## src/rtl/um_pkg.sv

```systemverilog
// Shared definitions for the UnionMagica flow-control front end.
// Holds the flow opcode encodings, the sequencer FSM state type and
// the default address/stack geometry.
package um_pkg;

  localparam int unsigned UM_AW          = 11;
  localparam int unsigned UM_STACK_DEPTH = 3;
  localparam int unsigned UM_DW          = 2;
  localparam logic [UM_AW-1:0] UM_RESET_VEC = 11'h000;

  // Flow opcodes; any other encoding behaves as OP_NEXT.
  localparam logic [2:0] OP_NEXT = 3'd0;
  localparam logic [2:0] OP_JMP  = 3'd1;
  localparam logic [2:0] OP_BRZ  = 3'd2;
  localparam logic [2:0] OP_CALL = 3'd3;
  localparam logic [2:0] OP_RET  = 3'd4;

  typedef enum logic [1:0] {
    ST_BOOT = 2'd0,
    ST_RUN  = 2'd1,
    ST_HALT = 2'd2
  } seq_state_e;

endpackage

```

## src/rtl/pc_sequencer_if.sv

```systemverilog
// Bus between the instruction-flow producer and the pc sequencer,
// including the return-address-stack side signals.
//   master : drives op/target/zero_flag/stall/halt_req/ret_addr_in
//   slave  : drives pc/pc_valid/push/pop/push_val/depth/fault/halted
interface pc_sequencer_if #(
  parameter int unsigned AW = um_pkg::UM_AW,
  parameter int unsigned DW = um_pkg::UM_DW
);

  logic          op_valid;
  logic [2:0]    op;
  logic [AW-1:0] target;
  logic          zero_flag;
  logic          stall;
  logic          halt_req;
  logic [AW-1:0] ret_addr_in;
  logic [AW-1:0] push_val;
  logic          push;
  logic          pop;
  logic [AW-1:0] pc;
  logic          pc_valid;
  logic [DW-1:0] depth;
  logic          fault;
  logic          halted;

  modport master (
    output op_valid, op, target, zero_flag, stall, halt_req, ret_addr_in,
    input  push_val, push, pop, pc, pc_valid, depth, fault, halted
  );

  modport slave (
    input  op_valid, op, target, zero_flag, stall, halt_req, ret_addr_in,
    output push_val, push, pop, pc, pc_valid, depth, fault, halted
  );

endinterface

```

## src/rtl/pc_next_mux.sv

```systemverilog
// Combinational next-pc / stack-strobe selection for one RUN cycle.
// Ports: pc_i/target_i/ret_addr_i addresses, op_valid_i/op_i/zero_flag_i
// flow control, depth_i live stack entries; *_c_o are the unregistered
// next pc, push/pop strobes, push value and over/underflow indication.
module pc_next_mux
  import um_pkg::*;
#(
  parameter int unsigned AW          = UM_AW,
  parameter int unsigned DW          = UM_DW,
  parameter int unsigned STACK_DEPTH = UM_STACK_DEPTH
) (
  input  logic [AW-1:0] pc_i,
  input  logic          op_valid_i,
  input  logic [2:0]    op_i,
  input  logic [AW-1:0] target_i,
  input  logic          zero_flag_i,
  input  logic [AW-1:0] ret_addr_i,
  input  logic [DW-1:0] depth_i,
  output logic [AW-1:0] pc_next_c_o,
  output logic [AW-1:0] push_val_c_o,
  output logic          push_c_o,
  output logic          pop_c_o,
  output logic          fault_c_o
);

  logic [AW-1:0] seq_pc;

  // Modulo-2^AW increment; wrap at the top of the address space is legal.
  assign seq_pc       = pc_i + AW'(1);
  assign push_val_c_o = seq_pc;

  // Flow resolution; a missing op or unknown opcode falls through to pc+1.
  always_comb begin
    pc_next_c_o = seq_pc;
    push_c_o    = 1'b0;
    pop_c_o     = 1'b0;
    fault_c_o   = 1'b0;
    if (op_valid_i) begin
      case (op_i)
        OP_JMP: pc_next_c_o = target_i;
        OP_BRZ: begin
          if (zero_flag_i) pc_next_c_o = target_i;
        end
        OP_CALL: begin
          if (depth_i < DW'(STACK_DEPTH)) begin
            push_c_o    = 1'b1;
            pc_next_c_o = target_i;
          end else begin
            fault_c_o = 1'b1;
          end
        end
        OP_RET: begin
          // Stack holds the CALL's own pc, so resume one past it.
          if (depth_i != '0) begin
            pop_c_o     = 1'b1;
            pc_next_c_o = ret_addr_i + AW'(1);
          end else begin
            fault_c_o = 1'b1;
          end
        end
        default: ;
      endcase
    end
  end

endmodule

```

## src/rtl/pc_sequencer.sv

```systemverilog
// Program-counter / fetch-address sequencer feeding the return-address
// stack. Ports: clk, rst (async, active high) and bus (slave side of
// pc_sequencer_if) carrying ops in and pc/stack strobes/status out.
module pc_sequencer
  import um_pkg::*;
#(
  parameter int unsigned   AW          = UM_AW,
  parameter int unsigned   STACK_DEPTH = UM_STACK_DEPTH,
  parameter logic [AW-1:0] RESET_VEC   = AW'(UM_RESET_VEC),
  parameter int unsigned   DW          = UM_DW
) (
  input logic           clk,
  input logic           rst,
  pc_sequencer_if.slave bus
);

  seq_state_e    state_q, state_d;
  logic [AW-1:0] pc_q, pc_d;
  logic [AW-1:0] push_val_q, push_val_d;
  logic          push_q, push_d;
  logic          pop_q, pop_d;
  logic          pc_valid_q, pc_valid_d;
  logic [DW-1:0] depth_q, depth_d;
  logic          fault_q, fault_d;
  logic          halted_q, halted_d;

  logic [AW-1:0] pc_next_c;
  logic [AW-1:0] push_val_c;
  logic          push_c, pop_c, fault_c;

  pc_next_mux #(
    .AW          (AW),
    .DW          (DW),
    .STACK_DEPTH (STACK_DEPTH)
  ) u_mux (
    .pc_i         (pc_q),
    .op_valid_i   (bus.op_valid),
    .op_i         (bus.op),
    .target_i     (bus.target),
    .zero_flag_i  (bus.zero_flag),
    .ret_addr_i   (bus.ret_addr_in),
    .depth_i      (depth_q),
    .pc_next_c_o  (pc_next_c),
    .push_val_c_o (push_val_c),
    .push_c_o     (push_c),
    .pop_c_o      (pop_c),
    .fault_c_o    (fault_c)
  );

  // State and output registers.
  always_ff @(posedge clk or posedge rst) begin
    if (rst) begin
      state_q    <= ST_BOOT;
      pc_q       <= RESET_VEC;
      push_val_q <= '0;
      push_q     <= 1'b0;
      pop_q      <= 1'b0;
      pc_valid_q <= 1'b0;
      depth_q    <= '0;
      fault_q    <= 1'b0;
      halted_q   <= 1'b0;
    end else begin
      state_q    <= state_d;
      pc_q       <= pc_d;
      push_val_q <= push_val_d;
      push_q     <= push_d;
      pop_q      <= pop_d;
      pc_valid_q <= pc_valid_d;
      depth_q    <= depth_d;
      fault_q    <= fault_d;
      halted_q   <= halted_d;
    end
  end

  // Next-state and registered-output selection.
  always_comb begin
    state_d    = state_q;
    pc_d       = pc_q;
    push_val_d = push_val_q;
    push_d     = 1'b0;
    pop_d      = 1'b0;
    pc_valid_d = pc_valid_q;
    depth_d    = depth_q;
    fault_d    = fault_q;
    case (state_q)
      ST_BOOT: begin
        state_d    = ST_RUN;
        pc_valid_d = 1'b1;
      end
      ST_RUN: begin
        if (!bus.stall) begin
          if (bus.halt_req) begin
            // Halt wins over the op presented alongside it.
            state_d    = ST_HALT;
            pc_valid_d = 1'b0;
          end else begin
            pc_d   = pc_next_c;
            push_d = push_c;
            pop_d  = pop_c;
            if (push_c) begin
              push_val_d = push_val_c;
              depth_d    = depth_q + DW'(1);
            end
            if (pop_c) depth_d = depth_q - DW'(1);
            if (fault_c) fault_d = 1'b1;
          end
        end
      end
      ST_HALT: pc_valid_d = 1'b0;
      default: state_d = ST_BOOT;
    endcase
    halted_d = (state_d == ST_HALT);
  end

  assign bus.pc       = pc_q;
  assign bus.pc_valid = pc_valid_q;
  assign bus.push     = push_q;
  assign bus.pop      = pop_q;
  assign bus.push_val = push_val_q;
  assign bus.depth    = depth_q;
  assign bus.fault    = fault_q;
  assign bus.halted   = halted_q;

endmodule

```

## src/flat_wrapper.sv

```systemverilog
// flat-port wrapper written by rule: the top's interface ports become plain ports
module pc_sequencer_flat import um_pkg::*;
#(
  parameter int unsigned   AW          = UM_AW,
  parameter int unsigned   STACK_DEPTH = UM_STACK_DEPTH,
  parameter logic [AW-1:0] RESET_VEC   = AW'(UM_RESET_VEC),
  parameter int unsigned   DW          = UM_DW
)
  (clk, rst, bus_op_valid, bus_op, bus_target, bus_zero_flag, bus_stall, bus_halt_req, bus_ret_addr_in, bus_push_val, bus_push, bus_pop, bus_pc, bus_pc_valid, bus_depth, bus_fault, bus_halted);
  pc_sequencer_if #(.AW(AW), .DW(DW)) bus_i ();
  input logic clk;
  input logic rst;
  input wire logic [$bits(bus_i.op_valid)-1:0] bus_op_valid;
  input wire logic [$bits(bus_i.op)-1:0] bus_op;
  input wire logic [$bits(bus_i.target)-1:0] bus_target;
  input wire logic [$bits(bus_i.zero_flag)-1:0] bus_zero_flag;
  input wire logic [$bits(bus_i.stall)-1:0] bus_stall;
  input wire logic [$bits(bus_i.halt_req)-1:0] bus_halt_req;
  input wire logic [$bits(bus_i.ret_addr_in)-1:0] bus_ret_addr_in;
  output wire logic [$bits(bus_i.push_val)-1:0] bus_push_val;
  output wire logic [$bits(bus_i.push)-1:0] bus_push;
  output wire logic [$bits(bus_i.pop)-1:0] bus_pop;
  output wire logic [$bits(bus_i.pc)-1:0] bus_pc;
  output wire logic [$bits(bus_i.pc_valid)-1:0] bus_pc_valid;
  output wire logic [$bits(bus_i.depth)-1:0] bus_depth;
  output wire logic [$bits(bus_i.fault)-1:0] bus_fault;
  output wire logic [$bits(bus_i.halted)-1:0] bus_halted;
  assign bus_i.op_valid = bus_op_valid;
  assign bus_i.op = bus_op;
  assign bus_i.target = bus_target;
  assign bus_i.zero_flag = bus_zero_flag;
  assign bus_i.stall = bus_stall;
  assign bus_i.halt_req = bus_halt_req;
  assign bus_i.ret_addr_in = bus_ret_addr_in;
  assign bus_push_val = bus_i.push_val;
  assign bus_push = bus_i.push;
  assign bus_pop = bus_i.pop;
  assign bus_pc = bus_i.pc;
  assign bus_pc_valid = bus_i.pc_valid;
  assign bus_depth = bus_i.depth;
  assign bus_fault = bus_i.fault;
  assign bus_halted = bus_i.halted;
  pc_sequencer #(.AW(AW), .STACK_DEPTH(STACK_DEPTH), .RESET_VEC(RESET_VEC), .DW(DW)) u_core (.clk(clk), .rst(rst), .bus(bus_i));
endmodule
```

## config.mk

```make
export PLATFORM = sky130hd
export DESIGN_NAME = pc_sequencer_flat
export DESIGN_NICKNAME = d
export VERILOG_FILES = /design/src/rtl/um_pkg.sv /design/src/rtl/pc_sequencer_if.sv /design/src/rtl/pc_next_mux.sv /design/src/rtl/pc_sequencer.sv /design/src/flat_wrapper.sv
export SDC_FILE = /design/constraint.sdc
export NUM_CORES = 1
export LEC_CHECK = 0
export ABC_AREA = 1
export BUFFER_PORTS_ARGS = -buffer_cell sky130_fd_sc_hd__buf_2
export CAP_MARGIN = 20
export CELL_PAD_IN_SITES_DETAIL_PLACEMENT = 0
export CELL_PAD_IN_SITES_GLOBAL_PLACEMENT = 1
export CORE_ASPECT_RATIO = 1.4
export CORE_MARGIN = 3
export CORE_UTILIZATION = 39
export DETAILED_ROUTE_END_ITERATION = 12
export HOLD_SLACK_MARGIN = 0.12
export MAX_ROUTING_LAYER = met4
export PLACE_DENSITY_LB_ADDON = 0.1
export SYNTH_ARGS = -nofsm -noshare
export SYNTH_HDL_FRONTEND = slang
export SYNTH_SLANG_ARGS = --single-unit
```

## constraint.sdc

```tcl
create_clock -name clk -period 4.63 [get_ports clk]
set_input_delay 0.6945 -clock clk [delete_from_list [all_inputs] [get_ports clk]]
set_output_delay 0.6945 -clock clk [all_outputs]
set_load 0.02 [all_outputs]
```

==> results.md, run 1 <==
- Result of the run: finished clean
- Mapped Cells: 327
- Sequential fraction of the synthesis area: 0.3605
- Starting density of the core: 0.4080
- Detail-routed via count per cell: 4.651
- Overall power consumption: 1428 µW
- Drt drc: 0
- Routed via count: 2116
- Per-instance average area after synthesis: 6.581 µm²
- End point of the worst hold path: u_core.bus.fault$_DFFE_PP0P_
- Area grow syn2layout: 19.77%
- Minimum setup slack among reg-to-reg paths: 2660 ps
- Number of hold violations in the final report: 0
- Transition at the pin with the smallest max-transition slack: 452.7 ps
- Classification of the worst-slack hold path: flip-flop to flip-flop
- Worst Reg2Reg Path Length in Cells: 8
- Overall die width: 68.78 µm
- Setup total negative slack: 0 ps
- Core region area: 5275 µm²
- Maximum ir drop on the vdd rail: 0.0001337 V
- Count of port buffers added during placement: 59
- WS Path Type: flip-flop to flip-flop
- Area of the die: 6458 µm²
- Post-synth EDFFs: 0
- Final HPWL from detailed placement: 4.331 mm
- Number of nets in the synthesized netlist: 364
- Total of max-cap violations: 0
- Antenna fix cells: 0
- Count of standard-cell rows: 31
- Max Fanout on Critical Path: 20
- Worst-skew pair later-pin latency: 280 ps
- Number of cells traversed by the worst hold path: 1
- Crit share post-route: 0.4248
- Filler Cell Count: 568
- Unrepaired setup endpoints after global routing: no
- Fmax: 508.5 MHz
- DRT antenna net count: 0
- Post-synth ARST share: 1.000
- Prevailing post-synth register cell: dfrtp_1
- Hold_sp: u_core.bus.fault$_DFFE_PP0P_
- Area used by multi-input combinational logic: 1192 µm²
- Post-cts gate resize count: 0
- Via count of the first global-routing pass: 1914
- Final standard cell count with taps included and fillers excluded: 455
- Crit path time final: 1967 ps
- Fraction of layout instances using a drive strength above 1: 0.2108
- Number of buffers on the longest clock path: 2
- Wire length of the first global-routing pass: 8.521 mm
- Y dimension of the die: 93.90 µm
- Top-Level Pins: 60
- Cells after DPL: 447
- Clock Root Buffer: clkbuf_8
- Critical Path Source Type: flip-flop
- Number of setup buffers added after CTS: 0
- Initial antenna violation count: 0
- CP required: 4830 ps
- GRT Resource Usage Total: 0.1774
- Initial DRC count: 65
- Number of search-and-repair iterations in the first detailed-routing pass: 4
- Leakage power: 0.001419 µW
- Count of synthesis-stage warnings from yosys: 0
- Final weighted congestion in routability-driven placement: 0.7724
- Cell variety after synth: 27
- Arrival @ worst endpoint: 2170 ps
- Sink Count: 31
- Average wire per cell in the routed design: 11.59 µm
- R2r startpoint: u_core.state_q[1]$_DFF_PP0_
- Remaining global-route overflow: 0
- Core utilization of the finished layout: 0.4886
- CTS hold repair buffers: 0
- Final count of pins violating max slew: 0
- CTS buffer count: 5
- Worst clock skew: 3.727 ps
- Sum of routed wire length over all layers: 5.275 mm
- Headroom to the max-slew limit: 0.6979
- Clock edge transition at the registers on the reported setup and hold paths: 60 ps
- Total of flip-flops plus latches after synthesis: 31
- H-tree Lvls: 2
- Fin nets: 425
- CTS tree: done
- Power density over the cells: 553.9 nW/µm²
- Reg2Reg Capture Point: u_core.bus.push_val[8]$_DFFE_PP0P_
- Setup violators final: 0
- Seq. cell area: 775.7 µm²
- Capturing element type of the critical path: flip-flop
- Largest net degree at the start of global routing: 32
- Mapped cell area: 2152 µm²
[registers in the layout (all words and copies together), names as in the netlist]
register and cells:
u_core.bus.pc 11, u_core.bus.push_val 11, u_core.bus.depth 2, u_core.state_q 2, u_core.bus.fault 1, u_core.bus.halted 1, u_core.bus.pc_valid 1, u_core.bus.pop 1
u_core.bus.push 1
[per-layer routing]
layer / global-route usage / vias up / share of wire
li1: - / 1156 / -
met1: 0.2154 / 902 / 0.45
met2: 0.2908 / 52 / 0.49
met3: 0.03353 / 6 / 0.050
met4: 0.05854 / 0 / 0.016
met5: - / - / 0
[placed cells by master, fill, tap and decap left out, drive strengths merged]
master	Yosys	routed
nand2	113	113
buf	6	60
nor2	46	46
inv	38	38
nand3	36	36
dfrtp	31	31
o21ai	19	19
a21oi	9	9
clkbuf	0	7
ha	6	6
xor2	5	5
o21bai	4	4
nand4	4	4
or2	3	3
a31oi	2	2
nand3b	2	2
nor3	1	1
a21boi	1	1
xnor2	1	1
clkinv	0	1
[layout make-up]
class,instances,area share
Multi-Input combinational cell,252,0.4626
Sequential cell,31,0.3010
Timing Repair Buffer,60,0.1175
Inverter,38,0.05534
Tap cell,66,0.03204
Clock buffer,7,0.02961
Clock inverter,1,0.001942
[cells by family (layout without fill, tap and decap cells)]
kind of cell               count (synthesis)  after routing  share of synthesized area
and+or+nand+nor                          205            205                     0.4046
DFF                                       31             31                     0.3605
buffers and inverters                     44            106                    0.08546
adders and majority gates                  6              6                    0.03488
xor gates and xnor gates                   6              6                    0.02442
AOI/OAI and AO/OA                         35             35                    0.09011
[report_power, final]
group | leakage, µW | switching [µW] | internal, µW | total (µW)
clock | 0.0000422 | 95.1 | 105 | 200
sequential | 0.000386 | 123 | 390 | 513
combinational | 0.000990 | 460 | 255 | 715
total | 0.00142 | 678 | 749 | 1430
[cell usage after synthesis (2+ instances only)]
master / count / share of area
nand3b_1: 2 / 0.0070
o21ai_1: 11 / 0.026
a21oi_1: 9 / 0.021
a31oi_1: 2 / 0.0058
buf_2: 3 / 0.0070
inv_1: 33 / 0.058
nand2_2: 3 / 0.0087
ha_1: 6 / 0.035
inv_2: 5 / 0.0087
or2_1: 2 / 0.0058
nand3_1: 36 / 0.084
buf_4: 2 / 0.0070
xor2_1: 5 / 0.020
o21ai_0: 7 / 0.016
nor2_1: 42 / 0.073
dfrtp_1: 31 / 0.36
nand4_1: 4 / 0.012
nand2_1: 109 / 0.19
nor2_2: 4 / 0.012
o21bai_1: 4 / 0.014
[how the worst max path moves through the flow]
stage                                         end  cells past startpoint                        start  slack [ps]
2_1_floorplan        u_core.bus.pc[6]$_DFFE_PP0P_                      9           bus_ret_addr_in[0]        3010
4_1_cts        u_core.bus.push_val[8]$_DFFE_PP0P_                      8  u_core.state_q[1]$_DFF_PP0_        2650
3_3_place_gp   u_core.bus.push_val[8]$_DFFE_PP0P_                      8                 bus_halt_req        2500
6_report       u_core.bus.push_val[8]$_DFFE_PP0P_                      8  u_core.state_q[1]$_DFF_PP0_        2660
3_5_place_dp   u_core.bus.push_val[8]$_DFFE_PP0P_                      8                 bus_halt_req        2480
5_1_grt        u_core.bus.push_val[7]$_DFFE_PP0P_                      8  u_core.state_q[1]$_DFF_PP0_        2420
[critical path: stages (launching register included)]
cell and delay, ps:
dfrtp_1 400, inv_1 120, ha_1 200, nand2_1 200, inv_2 310, nand2_2 270, inv_2 200, nor2_1 50
a31oi_1 130
[per-stage QoR]
stage          setup slack (ps)  area [µm²]  hold slack, ps
4_1_cts                    2646        2577           476.3
2_1_floorplan              3007        2152           538.2
5_1_grt                    2419        2577           506.1
3_3_place_gp               2501        2496           454.4
6_report                   2663        2577           471.9
3_5_place_dp               2481        2496           457.8
No activity file was read; power rests on OpenSTA's default activity.
==> inputs of run 2 (changes only) <==
Settings changed: CORE_UTILIZATION 39 to 36.
Clock period 4.63 ns to 2.04 ns, I/O delays scaled along.
==> run 2 against run 1 <==
Against the previous run: highest routed layer unchanged; combinational power up 130%; hold slack lost 140 ps; largest cell class unchanged; setup slack got worse by 2300 ps; first-iteration DRC count decreased by 1.5%; cell count increased by 1.3%.
==> results.md, run 2 (synthesis gave the netlist of run 1 again) <==
- Largest stage delay on the critical path: 500 ps (was 400 ps)
- Number of hold violations in the final report: 0 (unchanged)
- Max Fanout on Critical Path: 8 (was 20)
- Transition at the pin with the smallest max-transition slack: 424.7 ps (was 452.7 ps)
- R2r startpoint: u_core.bus.pc[0]$_DFFE_PP0P_ (was u_core.state_q[1]$_DFF_PP0_)
- Sum of routed wire length over all layers: 5.351 mm (was 5.275 mm)
- Setup violators final: 0 (unchanged)
- Crit path time final: 1720 ps (was 1967 ps)
- Setup WS pre-CTS: 322.1 ps (was 2481 ps)
- Detail-routed via count per cell: 4.651 (about the same)
- Filler Cell Count: 608 (was 568)
- Crit share post-route: 0.8433 (was 0.4248)
- Y dimension of the die: 97.48 µm (was 93.90 µm)
- Count of standard-cell rows: 32 (was 31)
- Capturing element type of the critical path: flip-flop (unchanged)
- Setup ws final: 319.8 ps (was 2663 ps)
- Via count of the first global-routing pass: 1994 (was 1914)
- Most common cell after layout, fill and taps aside: nand2_1 (unchanged)
- Clock Root Buffer: clkbuf_8 (unchanged)
- WS Path Type: flip-flop to flip-flop (unchanged)
- Final count of pins violating max slew: 0 (unchanged)
- Initial DRC count: 64 (was 65)
- Largest net degree at the start of global routing: 32 (unchanged)
- Final weighted congestion in routability-driven placement: 0.8167 (was 0.7724)
- Fin nets: 429 (was 425)
- Headroom to the max-slew limit: 0.7153 (was 0.6979)
- Unrepaired setup endpoints after global routing: no (unchanged)
- Fmax: 581.3 MHz (was 508.5 MHz)
- Number of search-and-repair iterations in the first detailed-routing pass: 4 (unchanged)
- Average wire per cell in the routed design: 11.61 µm (was 11.59 µm)
- Busiest layer in global routing: met2 (unchanged)
- Overall die width: 71.35 µm (was 68.78 µm)
- Wire length of the first global-routing pass: 9.315 mm (was 8.521 mm)
- Remaining global-route overflow: 0 (unchanged)
- GR Util met3: 0.02484 (was 0.03353)
- Worst-path cell chain: ha_1 > nand3_1 > nor2_2 > nand3_1 > nand2_1 > a21oi_1 > nand2_1 > nand2_1 (was inv_1 > ha_1 > nand2_1 > inv_2 > nand2_2 > inv_2 > nor2_1 > a31oi_1)
- Seq. cell area: 775.7 µm² (unchanged)
- Area of the die: 6955 µm² (was 6458 µm²)
- CTS buffer count: 5 (unchanged)
- Starting density of the core: 0.3812 (was 0.4080)
- Core region area: 5645 µm² (was 5275 µm²)
- Result of the run: finished clean (unchanged)
- Most frequent cells in the layout: 109 x nand2_1, 59 x buf_2, 42 x nor2_1 (unchanged)
- Antenna fix cells: 0 (unchanged)
- Worst-skew pair later-pin latency: 280 ps (about the same)
- Count of port buffers added during placement: 59 (unchanged)
- Top-Level Pins: 60 (unchanged)
- Drt drc: 0 (unchanged)
- Met2 Usage GRT: 0.2734 (was 0.2908)
- Critical Path Source Type: flip-flop (unchanged)
- Final standard cell count with taps included and fillers excluded: 461 (was 455)
- Classification of the worst-slack hold path: input port to flip-flop (was flip-flop to flip-flop)
- Number of buffers on the longest clock path: 2 (unchanged)
- Arrival @ worst endpoint: 1890 ps (was 2170 ps)
- Worst clock skew: 5.885 ps (was 3.727 ps)
- Leakage power: 0.001438 µW (was 0.001419 µW)
- CP required: 2210 ps (was 4830 ps)
- Core utilization of the finished layout: 0.4628 (was 0.4886)
- Cell with the largest stage delay on the worst path: dfrtp_1 (unchanged)
- Total buffers and inverters traversed by the critical path: 0 (was 3)
- CTS tree: done (unchanged)
- Area used by multi-input combinational logic: 1192 µm² (unchanged)
- Met1 capacity usage during global routing: 0.2108 (was 0.2154)
- Worst hold margin: 334.1 ps (was 471.9 ps)
- Cells after DPL: 452 (was 447)
- Clock edge transition at the registers on the reported setup and hold paths: 60 ps (about the same)
- Number of setup buffers added after CTS: 0 (unchanged)
- Sink Count: 31 (unchanged)
- GRT Resource Usage Total: 0.1693 (was 0.1774)
- Maximum ir drop on the vdd rail: 0.0002968 V (was 0.0001337 V)
- Setup total negative slack: 0 ps (unchanged)
- Power density over the cells: 1239 nW/µm² (was 553.9 nW/µm²)
- Launching element of the worst setup path: u_core.bus.pc[0]$_DFFE_PP0P_ (was u_core.state_q[1]$_DFF_PP0_)
- Area grow syn2layout: 21.40% (was 19.77%)
- Final HPWL from detailed placement: 4.360 mm (was 4.331 mm)
- Top cell by count, worst path: nand2_1 (was inv_2)
- Cell family with most CP delay: simple AND/OR/NAND/NOR gates (was buffers and inverters)
- Total of max-cap violations: 0 (unchanged)
- Fraction of layout instances using a drive strength above 1: 0.2163 (was 0.2108)
- DRT antenna net count: 0 (unchanged)
- H-tree Lvls: 2 (unchanged)
- Initial antenna violation count: 0 (unchanged)
- CTS hold repair buffers: 1 (was 0)
- Routed via count: 2144 (was 2116)
- Post-cts gate resize count: 0 (unchanged)
- Hold_sp: bus_op_valid (was u_core.bus.fault$_DFFE_PP0P_)
[run 2: worst min-delay path: stages]
cell and delay [ps]:
buf_2 130, nand2_1 70, o21bai_1 60
[run 2: layer usage]
layer	part of all wire	up-vias
li1	-	1168
met1	0.45	924
met2	0.49	45
met3	0.043	7
met4	0.018	0
met5	0	-
[run 2: final timing paths]
check	to	slack, ps	depth (start not counted)
setup / recovery	u_core.bus.pc[10]$_DFFE_PP0P_	320	8
hold / removal	u_core.bus.fault$_DFFE_PP0P_	330	3
setup reg to reg	u_core.bus.pc[10]$_DFFE_PP0P_	320	8
hold reg to reg	u_core.bus.push_val[4]$_DFFE_PP0P_	470	2
max in group asynchronous	u_core.bus.depth[1]$_DFFE_PP0P_	1110	4
min in group asynchronous	u_core.bus.push_val[1]$_DFFE_PP0P_	640	4
[run 2: layout make-up]
class,count,area share
clock buffer,7,0.02921
clock inverter,1,0.001916
inverter,38,0.05460
multi-input combinational,252,0.4564
sequential,31,0.2969
tap,68,0.03257
timing repair buffer,64,0.1284
[run 2: power breakdown]
group / internal [µW] / switching, µW
clock network: 239 / 218
registers: 884 / 277
logic: 587 / 1030
total: 1710 / 1530
[run 2: through the flow]
step           power (µW)  area (µm²)
2_1_floorplan        2288        2152
3_3_place_gp         2795        2521
3_5_place_dp         2814        2521
4_1_cts              3286        2613
5_1_grt              3547        2613
6_report             3238        2613
==> inputs of run 3 (changes only) <==
Settings changed: CORE_UTILIZATION 36 to 33.
Clock period 2.04 ns to 1.5 ns, I/O delays scaled along.
==> run 3 against run 2 <==
Against the previous run: setup slack got worse by 230 ps; maximum frequency increased by 22%; die area up 8.4%; first-iteration DRC count is 9.4% lower; register-to-register slack worse by 230 ps; final area is 9.8% higher; via count is 4.4% higher; critical path type unchanged; clock power increased by 43%; largest cell class unchanged; wire length up 9.3%; largest power group unchanged; core utilization decreased by 0.42 points; cell count increased by 5.6%; highest routed layer unchanged; hold slack got worse by 82 ps.
==> results.md, run 3 (synthesis gave the netlist of run 1 again) <==
- Result of the run: finished clean (unchanged)
- Largest net degree at the start of global routing: 32 (unchanged)
- Via count of the first global-routing pass: 2112 (was 1994)
- Wire length of the first global-routing pass: 9.756 mm (was 9.315 mm)
- Fmax: 708.4 MHz (was 581.3 MHz)
- Setup WS pre-CTS: 42.53 ps (was 322.1 ps)
- Transition at the pin with the smallest max-transition slack: 393.3 ps (was 424.7 ps)
- End point of the worst hold path: u_core.bus.fault$_DFFE_PP0P_ (unchanged)
- Hold_sp: bus_op_valid (unchanged)
- Crit share post-route: 0.9411 (was 0.8433)
- Leakage power: 0.001576 µW (was 0.001438 µW)
- Count of port buffers added during placement: 59 (unchanged)
- Remaining global-route overflow: 0 (unchanged)
- Drt drc: 0 (unchanged)
- Sum of routed wire length over all layers: 5.850 mm (was 5.351 mm)
- Sink Count: 31 (unchanged)
- Capturing element type of the critical path: flip-flop (unchanged)
- Clock Root Buffer: clkbuf_8 (unchanged)
- CP required: 1680 ps (was 2210 ps)
- Area grow syn2layout: 33.26% (was 21.40%)
- Starting density of the core: 0.3441 (was 0.3812)
- WS Path Type: flip-flop to flip-flop (unchanged)
- Most common cell after layout, fill and taps aside: nand2_1 (unchanged)
- Antenna fix cells: 0 (unchanged)
- Setup violators final: 0 (unchanged)
- Count of standard-cell rows: 34 (was 32)
- Setup total negative slack: 0 ps (unchanged)
- Number of search-and-repair iterations in the first detailed-routing pass: 4 (unchanged)
- Fraction of layout instances using a drive strength above 1: 0.2892 (was 0.2163)
- Routed via count: 2239 (was 2144)
- Arrival @ worst endpoint: 1590 ps (was 1890 ps)
- Critical Path Source Type: flip-flop (unchanged)
- Y dimension of the die: 101.6 µm (was 97.48 µm)
- Initial antenna violation count: 0 (unchanged)
- Filler Cell Count: 696 (was 608)
- Maximum ir drop on the vdd rail: 0.0004184 V (was 0.0002968 V)
- Average wire per cell in the routed design: 12.01 µm (was 11.61 µm)
- Max Fanout on Critical Path: 7 (was 8)
- Final HPWL from detailed placement: 4.735 mm (was 4.360 mm)
- CTS tree: done (unchanged)
- DRT antenna net count: 0 (unchanged)
- GRT Resource Usage Total: 0.1702 (was 0.1693)
- Initial DRC count: 58 (was 64)
- Final weighted congestion in routability-driven placement: 0.7754 (was 0.8167)
- Worst-skew pair later-pin latency: 280 ps (about the same)
- Number of buffers on the longest clock path: 2 (unchanged)
- H-tree Lvls: 2 (unchanged)
- Core utilization of the finished layout: 0.4586 (was 0.4628)
- Clock edge transition at the registers on the reported setup and hold paths: 70 ps (was 60 ps)
- Minimum setup slack among reg-to-reg paths: 90 ps (was 320 ps)
- Overall die width: 74.25 µm (was 71.35 µm)
- Worst Reg2Reg Path Length in Cells: 10 (was 8)
- Area of the die: 7540 µm² (was 6955 µm²)
- Area used by multi-input combinational logic: 1251 µm² (was 1192 µm²)
- Total of max-cap violations: 0 (unchanged)
- Detail-routed via count per cell: 4.598 (was 4.651)
- Worst clock skew: 10.48 ps (was 5.885 ps)
- Classification of the worst-slack hold path: input port to flip-flop (unchanged)
- CTS buffer count: 5 (unchanged)
- Reg2Reg Capture Point: u_core.bus.pc[7]$_DFFE_PP0P_ (was u_core.bus.pc[10]$_DFFE_PP0P_)
- R2r startpoint: u_core.bus.pc[0]$_DFFE_PP0P_ (unchanged)
- Most frequent cells in the layout: 108 x nand2_1, 59 x buf_2, 41 x nor2_1 (was 109 x nand2_1, 59 x buf_2, 42 x nor2_1)
- Unrepaired setup endpoints after global routing: yes (was no)
- Headroom to the max-slew limit: 0.7378 (was 0.7153)
- Number of cells traversed by the worst hold path: 3 (unchanged)
- Final count of pins violating max slew: 0 (unchanged)
- Power density over the cells: 1685 nW/µm² (was 1239 nW/µm²)
- Top-Level Pins: 60 (unchanged)
- Fin nets: 452 (was 429)
- Core region area: 6254 µm² (was 5645 µm²)
- Setup ws final: 88.32 ps (was 319.8 ps)
- Seq. cell area: 779.5 µm² (was 775.7 µm²)
- Number of hold violations in the final report: 0 (unchanged)
- Crit path time final: 1412 ps (was 1720 ps)
[run 3: final cells by class]
class / instances / area share
clock inverter: 1 / 0.001745
clock buffer: 6 / 0.02880
sequential: 31 / 0.2718
multi-input combinational: 252 / 0.4363
inverter: 38 / 0.05148
timing repair inverter: 1 / 0.002618
tap: 72 / 0.03141
timing repair buffer: 86 / 0.1758
[run 3: timing repair]
item / in CTS / in global routing
setup buffers: 0 / 4
hold buffers: 1 / 0
setup endpoints to repair: 0 / 23
endpoints found under the hold margin: 31 / 0
gates resized for setup: 0 / 17
[run 3: critical path, cell delays in order, from the launching register on]
cell     delay (ps)
dfrtp_2         360
buf_4           150
nand2_1          70
nor2_2          230
nand3_1         100
nand2_1          90
nand2_1          80
nand2_1          70
nand2_1          40
nor2_1           80
nor2_1           40
[run 3: report_power, final]
group	leakage, µW	switching, µW	internal [µW]
Sequential	0.000383	340	1210
Combinational	0.00115	1570	1050
Clock	0.0000470	296	359
Total	0.00158	2210	2620
[run 3: layer usage]
layer  part of all wire  vias up  global-route usage  wire (µm)
met5                  0        -                   -          0
met4              0.013        0             0.05342         75
met3              0.039        6             0.02085        229
met2               0.51       45              0.2964       2995
met1               0.44      977              0.2012       2550
li1                   -     1211                   -          -
[run 3: worst max path at each step]
stage	from	end	slack, ps	cells after the start
6_report	u_core.bus.pc[0]$_DFFE_PP0P_	u_core.bus.pc[7]$_DFFE_PP0P_	90	10
5_1_grt	u_core.bus.pc[0]$_DFFE_PP0P_	u_core.bus.pc[6]$_DFFE_PP0P_	-10	8
4_1_cts	u_core.state_q[1]$_DFF_PP0_	u_core.bus.push_val[1]$_DFFE_PP0P_	30	8
3_5_place_dp	u_core.bus.pc[0]$_DFFE_PP0P_	u_core.bus.pc[6]$_DFFE_PP0P_	40	8
3_3_place_gp	bus_op[0]	u_core.bus.pc[4]$_DFFE_PP0P_	50	10
2_1_floorplan	u_core.bus.pc[0]$_DFFE_PP0P_	u_core.bus.pc[8]$_DFFE_PP0P_	10	10
[run 3: metrics by stage]
stage                     power [µW]  hold slack [ps]  area [µm²]  instances
after floorplan                 3119            328.4        2155        327
after global placement          4056            326.8        2664        474
after detailed placement        4083            331.3        2664        474
after CTS                       4770            243.0        2761        482
after global routing            5296            282.7        2868        487
final                           4831            251.8        2868        487
